`src/rtl/riscv_lsu_pkg.sv`:
```
// Shared types and constants for the RV64I memory stage.
// Contents: FSM state type, exception code type, load/store opcodes, funct3 size
// encodings, and helpers for the byte-enable mask and the natural-alignment test.
package riscv_lsu_pkg;

   typedef enum logic [1:0] {
      IDLE = 2'd0,
      REQ  = 2'd1,
      RSP  = 2'd2
   } lsu_state_e;

   typedef enum logic [1:0] {
      EXC_NONE     = 2'd0,
      EXC_MISALIGN = 2'd1,
      EXC_ACCESS   = 2'd2,
      EXC_ILLEGAL  = 2'd3
   } lsu_exc_e;

   localparam logic [6:0] OPC_LOAD  = 7'b0000011;
   localparam logic [6:0] OPC_STORE = 7'b0100011;

   localparam logic [2:0] F3_B  = 3'b000;
   localparam logic [2:0] F3_H  = 3'b001;
   localparam logic [2:0] F3_W  = 3'b010;
   localparam logic [2:0] F3_D  = 3'b011;
   localparam logic [2:0] F3_BU = 3'b100;
   localparam logic [2:0] F3_HU = 3'b101;
   localparam logic [2:0] F3_WU = 3'b110;

   // funct3[1:0] is the log2 access size for every legal load/store.
   function automatic logic [7:0] size_mask(input logic [1:0] size);
      logic [7:0] m;
      case (size)
         2'd0:    m = 8'h01;
         2'd1:    m = 8'h03;
         2'd2:    m = 8'h0F;
         default: m = 8'hFF;
      endcase
      return m;
   endfunction

   function automatic logic misaligned(input logic [1:0] size, input logic [2:0] addr_lo);
      logic bad;
      case (size)
         2'd0:    bad = 1'b0;
         2'd1:    bad = addr_lo[0];
         2'd2:    bad = |addr_lo[1:0];
         default: bad = |addr_lo;
      endcase
      return bad;
   endfunction

endpackage

```
`src/rtl/riscv_lsu_align.sv`:
```
// Combinational lane steering for the memory stage.
// Ports:
//   addr_lo    in   low three address bits of the access
//   funct3     in   access size/sign
//   rs2        in   raw store data
//   rdata      in   aligned doubleword returned by memory
//   be         out  byte enables (size mask shifted to the addressed lane)
//   wdata      out  store data shifted to the addressed lane
//   load_data  out  addressed field of rdata, sign/zero-extended to 64 bits
module riscv_lsu_align
   import riscv_lsu_pkg::*;
(
   input  logic [2:0]  addr_lo,
   input  logic [2:0]  funct3,
   input  logic [63:0] rs2,
   input  logic [63:0] rdata,
   output logic [7:0]  be,
   output logic [63:0] wdata,
   output logic [63:0] load_data
);

   logic [5:0]  shamt;
   logic [63:0] shifted;

   assign shamt   = {addr_lo, 3'b000};
   assign be      = size_mask(funct3[1:0]) << addr_lo;
   assign wdata   = rs2 << shamt;
   assign shifted = rdata >> shamt;

   always_comb begin
      case (funct3)
         F3_B:    load_data = {{56{shifted[7]}}, shifted[7:0]};
         F3_H:    load_data = {{48{shifted[15]}}, shifted[15:0]};
         F3_W:    load_data = {{32{shifted[31]}}, shifted[31:0]};
         F3_BU:   load_data = {56'd0, shifted[7:0]};
         F3_HU:   load_data = {48'd0, shifted[15:0]};
         F3_WU:   load_data = {32'd0, shifted[31:0]};
         default: load_data = shifted;
      endcase
   end

endmodule

```
`src/rtl/riscv_lsu_stage.sv`:
```
// RV64I memory stage. Classifies each EX3 instruction as load, store or
// pass-through, issues one outstanding data-memory request per load/store, then
// aligns/extends the response into a registered result for writeback.
// Ports:
//   clk, rst_n                      clock, asynchronous active-low reset
//   ex3_*                           registered EX3 outputs (held while lsu_stall)
//   lsu_stall                       upstream hold while an access is in flight
//   dmem_req_* / dmem_rsp_*         valid/ready request channel and response
//   mem_pc/inst/rd_addr/result      registered result to writeback
//   mem_rd_we, mem_exc, mem_valid   writeback enable, exception code, valid
module riscv_lsu_stage
   import riscv_lsu_pkg::*;
(
   input  logic        clk,
   input  logic        rst_n,
   input  logic [63:0] ex3_pc,
   input  logic [31:0] ex3_inst,
   input  logic [63:0] ex3_alu_result,
   input  logic [63:0] ex3_rs2_data,
   input  logic [4:0]  ex3_rd_addr,
   input  logic [2:0]  ex3_funct3,
   input  logic        ex3_valid,
   output logic        lsu_stall,
   output logic        dmem_req_valid,
   input  logic        dmem_req_ready,
   output logic        dmem_req_we,
   output logic [63:0] dmem_req_addr,
   output logic [63:0] dmem_req_wdata,
   output logic [7:0]  dmem_req_be,
   input  logic        dmem_rsp_valid,
   input  logic [63:0] dmem_rsp_rdata,
   input  logic        dmem_rsp_err,
   output logic [63:0] mem_pc,
   output logic [31:0] mem_inst,
   output logic [4:0]  mem_rd_addr,
   output logic [63:0] mem_result,
   output logic        mem_rd_we,
   output logic [1:0]  mem_exc,
   output logic        mem_valid
);

   lsu_state_e  state_q, state_d;
   lsu_exc_e    mem_exc_q, mem_exc_d;
   logic        mem_valid_q, mem_valid_d;
   logic        mem_rd_we_q, mem_rd_we_d;

   // Captured load/store; req fields derive from these so they stay stable in REQ.
   logic [63:0] op_pc_q, op_addr_q, op_rs2_q;
   logic [31:0] op_inst_q;
   logic [4:0]  op_rd_q;
   logic [2:0]  op_funct3_q;
   logic        op_store_q;

   logic        accept, is_load, is_store, is_mem, illegal, misalign;
   logic        cpl_ex3, cpl_dmem;
   logic [63:0] load_data;

   assign accept   = ex3_valid && (state_q == IDLE);
   assign is_load  = (ex3_inst[6:0] == OPC_LOAD);
   assign is_store = (ex3_inst[6:0] == OPC_STORE);
   assign is_mem   = is_load || is_store;
   assign illegal  = is_load ? (ex3_funct3 == 3'b111) : (is_store && ex3_funct3[2]);
   assign misalign = is_mem && misaligned(ex3_funct3[1:0], ex3_alu_result[2:0]);

   // Pass-through and faulting load/store retire straight from EX3; legal
   // memory ops retire when their response arrives.
   assign cpl_ex3  = accept && (!is_mem || illegal || misalign);
   assign cpl_dmem = (state_q == RSP) && dmem_rsp_valid;

   riscv_lsu_align u_align (
      .addr_lo   (op_addr_q[2:0]),
      .funct3    (op_funct3_q),
      .rs2       (op_rs2_q),
      .rdata     (dmem_rsp_rdata),
      .be        (dmem_req_be),
      .wdata     (dmem_req_wdata),
      .load_data (load_data)
   );

   always_comb begin
      state_d     = state_q;
      mem_valid_d = cpl_ex3 || cpl_dmem;
      mem_exc_d   = EXC_NONE;
      mem_rd_we_d = 1'b0;
      case (state_q)
         IDLE:    if (accept && is_mem && !illegal && !misalign) state_d = REQ;
         REQ:     if (dmem_req_ready) state_d = RSP;
         RSP:     if (dmem_rsp_valid) state_d = IDLE;
         default: state_d = IDLE;
      endcase
      if (cpl_ex3) begin
         if (illegal)       mem_exc_d = EXC_ILLEGAL;
         else if (misalign) mem_exc_d = EXC_MISALIGN;
         mem_rd_we_d = !is_mem && (ex3_rd_addr != 5'd0);
      end else if (cpl_dmem) begin
         if (dmem_rsp_err) mem_exc_d = EXC_ACCESS;
         mem_rd_we_d = !op_store_q && !dmem_rsp_err && (op_rd_q != 5'd0);
      end
   end

   always_ff @(posedge clk or negedge rst_n) begin
      if (!rst_n) begin
         state_q     <= IDLE;
         mem_valid_q <= 1'b0;
         mem_exc_q   <= EXC_NONE;
         mem_rd_we_q <= 1'b0;
      end else begin
         state_q     <= state_d;
         mem_valid_q <= mem_valid_d;
         mem_exc_q   <= mem_exc_d;
         mem_rd_we_q <= mem_rd_we_d;
      end
   end

   always_ff @(posedge clk) begin
      if (accept) begin
         op_pc_q     <= ex3_pc;
         op_inst_q   <= ex3_inst;
         op_rd_q     <= ex3_rd_addr;
         op_addr_q   <= ex3_alu_result;
         op_rs2_q    <= ex3_rs2_data;
         op_funct3_q <= ex3_funct3;
         op_store_q  <= is_store;
      end
   end

   always_ff @(posedge clk) begin
      if (cpl_ex3) begin
         mem_pc      <= ex3_pc;
         mem_inst    <= ex3_inst;
         mem_rd_addr <= ex3_rd_addr;
         mem_result  <= ex3_alu_result;
      end else if (cpl_dmem) begin
         mem_pc      <= op_pc_q;
         mem_inst    <= op_inst_q;
         mem_rd_addr <= op_rd_q;
         mem_result  <= op_store_q ? op_addr_q : load_data;
      end
   end

   assign lsu_stall      = (state_q != IDLE);
   assign dmem_req_valid = (state_q == REQ);
   assign dmem_req_we    = op_store_q;
   assign dmem_req_addr  = {op_addr_q[63:3], 3'b000};
   assign mem_valid      = mem_valid_q;
   assign mem_exc        = mem_exc_q;
   assign mem_rd_we      = mem_rd_we_q;

endmodule

```
`config.mk`:
```
export PLATFORM = sky130hd
export DESIGN_NAME = riscv_lsu_stage
export DESIGN_NICKNAME = d
export VERILOG_FILES = /design/src/rtl/riscv_lsu_pkg.sv /design/src/rtl/riscv_lsu_align.sv /design/src/rtl/riscv_lsu_stage.sv
export SDC_FILE = /design/constraint.sdc
export NUM_CORES = 1
export LEC_CHECK = 0
export ABC_AREA = 1
export CORE_AREA = 2 2 236 238
export CTS_BUF_LIST = sky130_fd_sc_hd__clkbuf_8
export DETAILED_ROUTE_END_ITERATION = 8
export DIE_AREA = 0 0 238 240
export PLACE_DENSITY = 0.65
export SETUP_SLACK_MARGIN = 0.5
export SKIP_CTS_REPAIR_TIMING = 1
export SLEW_MARGIN = 5
export SYNTH_ARGS = -nofsm -noshare
export SYNTH_HDL_FRONTEND = slang
export SYNTH_SLANG_ARGS = --single-unit
```
`constraint.sdc`:
```
create_clock -name clk -period 14.7 [get_ports clk]
set_input_delay 2.205 -clock clk [delete_from_list [all_inputs] [get_ports clk]]
set_output_delay 2.205 -clock clk [all_outputs]
set_load 0.1 [all_outputs]
```
; Word-level counts from Yosys, hierarchy flattened
; Index checks and enable logic that the tools add are counted.
[op_classes]
eq_ne = 17
shift = 3
n_mux = 24
reduce_logical = 31
[op_table]
columns = op, count
row1 = $pmux 64 s6, 1
row2 = $mux 64, 5
row3 = $mux 32, 2
row4 = $shl 64x6->64, 1
row5 = $shr 64x6->64, 1
row6 = $pmux 8 s3, 1
row7 = $mux 2, 7
row8 = $eq 3x3->1 const B, 4
row9 = $logic_and 1x1->1, 11
row10 = $mux 5, 2
row11 = $reduce_bool 5->1, 2
row12 = $shl 8x3->8, 1
row13 = $eq 7x2->1 const B, 1
row14 = $eq 7x6->1 const B, 1
row15 = $eq 2x1->1 const B, 3
row16 = $eq 2x2->1 const B, 3
row17 = $logic_not 2->1, 3
row18 = $pmux 2 s3, 1
row19 = $logic_not 1->1, 5
row20 = $logic_or 1x1->1, 4
row21 = $mux 1, 4
row22 = $ne 2x1->1 const B, 2
row23 = $reduce_bool 2->1, 2
row24 = $eq 3x1->1 const B, 1
row25 = other kinds (7), 7
[totals]
reg_bits = 404
wordCells = 90

; Logic depth before layout (Yosys ltp)
[logic_depth]
word_depth = 8
ltp_mapped = 12

; Hierarchy
; Synthesis repeated with hierarchy kept, for this count alone.
[unflattened]
hier_cells = 2126
area_unflattened_um2 = 20078.0
[by_module_without_submodules]
columns = module, n_inst, cells_each, area_each_um2
row1 = riscv_lsu_stage, 1, 1272, 16005.4
row2 = riscv_lsu_align, 1, 854, 4072.7

; Least setup slack after synthesis
; OpenSTA, ideal clock, no wires.
[synth_timing]
path_type = in2reg
startpoint = in ex3_valid
endpoint = reg mem_inst[0] (enable)
setup_ns = 0.532
arrival_ns = 11.582
path_slack_ns = 2.586
cell_stages = 6
n_path_buf = 2
path_cell_list = nand3_1 inv_1 nand2_1 buf_2 buf_2 nand2_1
[synth_between]
elab_chain_len = 3
[synth_lines]
columns = element, line
row1 = "start, declared", riscv_lsu_stage.sv:22  ; input logic ex3_valid,
row2 = $logic_and 1x1->1, riscv_lsu_stage.sv:58  ; assign accept = ex3_valid && (state_q == IDLE);
row3 = $logic_and 1x1->1, riscv_lsu_stage.sv:67  ; assign cpl_ex3 = accept && (!is_mem || illegal || misalign);
row4 = $reduce_bool 2->1 (no line), n/a
row5 = "end signal, assigned", riscv_lsu_stage.sv:130  ; mem_inst <= ex3_inst;
row6 = "end signal, assigned", riscv_lsu_stage.sv:135  ; mem_inst <= op_inst_q;
row7 = "end, declared", riscv_lsu_stage.sv:34  ; output logic [31:0] mem_inst,
; No other way between the ends.
; A chain may end at the register's enable or synchronous reset.

; Worst setup path after layout
[layout_timing]
startpoint = reg op_addr_q[0]
endpoint = out dmem_req_wdata[61]
[layout_between]
elab_chain_len = 1
[layout_lines]
columns = element, line
row1 = "start, declared", riscv_lsu_stage.sv:48  ; logic [63:0] op_pc_q, op_addr_q, op_rs2_q;
row2 = "start signal, assigned", riscv_lsu_stage.sv:120  ; op_addr_q <= ex3_alu_result;
row3 = $shl 64x6->64, riscv_lsu_align.sv:27  ; assign wdata = rs2 << shamt;
row4 = "end, declared", riscv_lsu_stage.sv:28  ; output logic [63:0] dmem_req_wdata,
; No other way between the ends.

==> flow_metrics.env <==
export IMPL_status="completed"
export IMPL_fin_crit_ps=7120
export IMPL_total_power_w=0.00337
export IMPL_grt_ovfl_total=0
export IMPL_nets=2888
export IMPL_fmax_mhz=140
export IMPL_coreArea_um2=54700
export IMPL_cts_tree="done"
export IMPL_syn_avg_cell_area_um2=9.52
export IMPL_power_frac_clock_pct=30.0
export IMPL_cts_buffer_depth=3
export IMPL_cts_clk_slew_worst_paths_ps=60
export IMPL_ant_nets=0
export IMPL_port_buffers=606
export IMPL_initial_utilization_pct=36.2
export IMPL_final_layout_size_suffix_gt1_share_pct=5.08
export IMPL_die_area_um2=57100
export IMPL_synthCells=2076
export IMPL_synthDistinctLibCells=39
export IMPL_grt_pass1_wl_um=106000
export IMPL_ys_ff_latch=404
export IMPL_fin_tns_setup_ps=0
export IMPL_power_density_nw_per_um2=125
export IMPL_rsz0062_at_grt="no"
export IMPL_placed_cells=3216
export IMPL_static_leakage_power_nw=11.1
export IMPL_hp_class="reg -> reg"
export IMPL_crit_type="reg -> out"
export IMPL_avgRoutedWirePerCell_um=22.1
export IMPL_ir_drop_mv=0.0932
export IMPL_first_iter_violations=1422
export IMPL_synth_area_um2=19800
export IMPL_final_setup_viol_count=0
export IMPL_placed_area_um2=25600
export IMPL_end_kind="primary output"
export IMPL_dp_hpwl_um=53800
export IMPL_gp_congestion=0.964
export IMPL_internal_power_w=0.00212
export IMPL_grt_antenna_before_repair=17
export IMPL_grt_max_degree=122
export IMPL_min_from="state_q[0]$_DFFE_PN0P_"
export IMPL_grt_total_usage_pct=25.0
export IMPL_clockRootBuffer="clkbuf_8"
export IMPL_vias_per_cell=5.01
export IMPL_power_frac_seq_pct=41.3
export IMPL_reg2reg_from="state_q[0]$_DFFE_PN0P_"
export IMPL_design_area_um2=27000
export IMPL_drv_slew=0
export IMPL_cts_buffers=72
export IMPL_drt_wl_total_um=74200
export IMPL_slew_limit_headroom_pct=22.4
export IMPL_cts_sinks=404
export IMPL_hold_violations=0
export IMPL_ys_seq_area_share_pct=61.2
export IMPL_syn_to_final_growth_pct=36.6
export IMPL_fp_row_count=86
export IMPL_finClkSkew_ps=40.8
export IMPL_drc=0
export IMPL_stdcell_count=3359
export IMPL_cp_data_required_time_ps=12490
export IMPL_grt_pass1_vias=16200
export IMPL_crit_path_start="op_addr_q[0]$_DFFE_PN_"
export IMPL_combinationalPowerShare_pct=28.6
export IMPL_detail_route_first_pass_iterations=7
export IMPL_critPathArrivalTime_ps=4910
export IMPL_timing_max_cap_violations=0
export IMPL_synth_warnings=0
export IMPL_htreeDepth=3
export IMPL_fp_dieH_um=240
export IMPL_p_sw_share_pct=37.1
export IMPL_switching_power_w=0.00125
export IMPL_clk_latency_ps=660
export IMPL_num_io_pins=610
export IMPL_finalCritPeriodShare_pct=48.4
export IMPL_crit_fanout=74
export IMPL_cp_start_kind="flop"
export IMPL_tightest_slew_ps=1160
export IMPL_die_w_um=238
export IMPL_via_count=16800
-- path summary, 6_finish.rpt --
check                                                 to  slack (ps)  depth (start not counted)
worst min-delay path              state_q[1]$_DFFE_PN0P_         470                          1
min in group asynchronous           mem_exc[0]$_DFF_PN0_        1810                          1
worst min register to register    state_q[1]$_DFFE_PN0P_         470                          1
worst max register to register  mem_result[40]$_DFFE_PP_       10060                          7
worst max-delay path                  dmem_req_wdata[61]        7580                          7
max in group asynchronous           mem_exc[1]$_DFF_PN0_       12660                          1
-- synth_stat cells --
library cell / number / area (µm²)
a31oi_1: 12 / 75.1
inv_1: 85 / 319
nor3_1: 4 / 20.0
nor2_8: 1 / 20.0
nor2_2: 1 / 6.26
o211ai_1: 13 / 97.6
buf_12: 1 / 20.0
buf_6: 19 / 214
o22ai_1: 8 / 50.1
buf_2: 51 / 255
mux2i_1: 21 / 210
conb_1: 1 / 3.75
o21ai_1: 16 / 80.1
o31ai_1: 2 / 15.0
a21boi_2: 1 / 11.3
and3_1: 1 / 6.26
inv_2: 5 / 18.8
nand3_1: 147 / 736
a21oi_1: 38 / 190
inv_4: 1 / 6.26
o32ai_1: 1 / 8.76
nand2_2: 6 / 37.5
edfxtp_1: 398 / 12000
nand2_1: 809 / 3040
nand3_2: 4 / 40.0
a22oi_1: 2 / 15.0
dfrtp_1: 6 / 150
clkbuf_1: 22 / 82.6
buf_4: 84 / 631
a21oi_2: 1 / 8.76
and2_0: 1 / 6.26
o21ai_0: 100 / 500
nand3_4: 2 / 35.0
buf_8: 1 / 15.0
nand2_4: 2 / 22.5
o311ai_0: 1 / 8.76
buf_1: 11 / 41.3
nor2_1: 165 / 619
nand4_1: 32 / 200
-- layout by cell type, fill, tap and decap left out, types with 2 or more instances in the layout --
cell / Yosys / layout
o22ai_1: 8 / 8
edfxtp_1: 398 / 398
clkbuf_8: 0 / 76
nand2_1: 809 / 807
nand4_1: 32 / 32
a31oi_1: 12 / 12
inv_2: 5 / 3
clkinv_2: 0 / 6
nor2_1: 165 / 165
a21oi_1: 38 / 38
bufinv_16: 0 / 2
nand2_4: 2 / 4
inv_1: 85 / 103
mux2i_1: 21 / 21
diode_2: 0 / 15
o211ai_1: 13 / 13
dfrtp_1: 6 / 6
inv_6: 0 / 2
a22oi_1: 2 / 2
conb_1: 1 / 3
nor3_1: 4 / 4
clkinv_1: 0 / 19
nand3_1: 147 / 147
clkdlybuf4s50_1: 0 / 606
nand3_2: 4 / 4
buf_4: 84 / 17
nand2_2: 6 / 6
o31ai_1: 2 / 2
nand3_4: 2 / 2
o21ai_0: 100 / 100
o21ai_1: 16 / 16
clkinvlp_4: 0 / 2
inv_8: 0 / 4
-- through the flow --
step	hold slack [ps]	util, %	worst slack [ps]
after floorplan	430	-	2590
after global placement	456	46.9	7920
after detailed placement	452	46.9	7830
after CTS	484	49.3	7620
after global routing	503	49.4	7360
final	473	49.4	7580
-- final cells by class --
| cell class | instances | area, µm² |
|---|---|---|
| Multi-Input combinational cell | 1394 | 6080 |
| Inverter | 91 | 359 |
| Clock inverter | 52 | 300 |
| Timing Repair Buffer | 623 | 6190 |
| Fill cell | 5066 | 27700 |
| Sequential cell | 404 | 12100 |
| Antenna cell | 15 | 37.5 |
| Clock buffer | 76 | 1050 |
| Tap cell | 704 | 881 |
-- routing by layer --
metal | global-route usage, % | vias up | part of all wire, %
met2 | 41.4 | 698 | 49
met1 | 31.6 | 8035 | 40
met3 | 5.45 | 146 | 7.1
li1 | - | 7958 | -
met5 | 0 | - | 0.040
met4 | 11.3 | 4 | 3.6
-- logic make-up (layout without fill, tap and decap cells) --
kind of cell / Yosys count / count (layout) / synth area share (%)
AND/OR/NAND/NOR: 1175 / 1175 / 24.2
flip-flops: 404 / 404 / 61.2
multiplexers: 21 / 21 / 1.06
AO/OA/AOI/OAI: 195 / 195 / 5.37
buffers and inverters: 280 / 842 / 8.11
other: 1 / 18 / 0.0190
-- power groups by stage --
stage               registers [W]  clock network, W  logic (W)
floorplan                 0.00169                 0   0.000403
global placement          0.00141                 0   0.000961
detailed placement        0.00142                 0   0.000965
CTS                       0.00139           0.00104   0.000967
global route              0.00140           0.00108    0.00100
finish                    0.00139           0.00101   0.000964
-- sequential cells by signal, indices dropped and copies added, names as in the netlist, 2 cells and up --
register,flops
op_rd_q,5
op_pc_q,64
op_addr_q,64
mem_inst,32
mem_pc,64
state_q,2
mem_exc,2
op_rs2_q,64
mem_rd_addr,5
mem_result,64
op_inst_q,32
op_funct3_q,3
-- worst max-delay path, cell delays in order, from the launching register on --
cell and delay, ps:
edfxtp_1 320, buf_4 630, buf_4 740, inv_2 430
o21ai_0 360, o21ai_0 130, o21ai_0 330, clkdlybuf4s50_1 1220
Note: power is estimated with default switching activity, not from simulation.
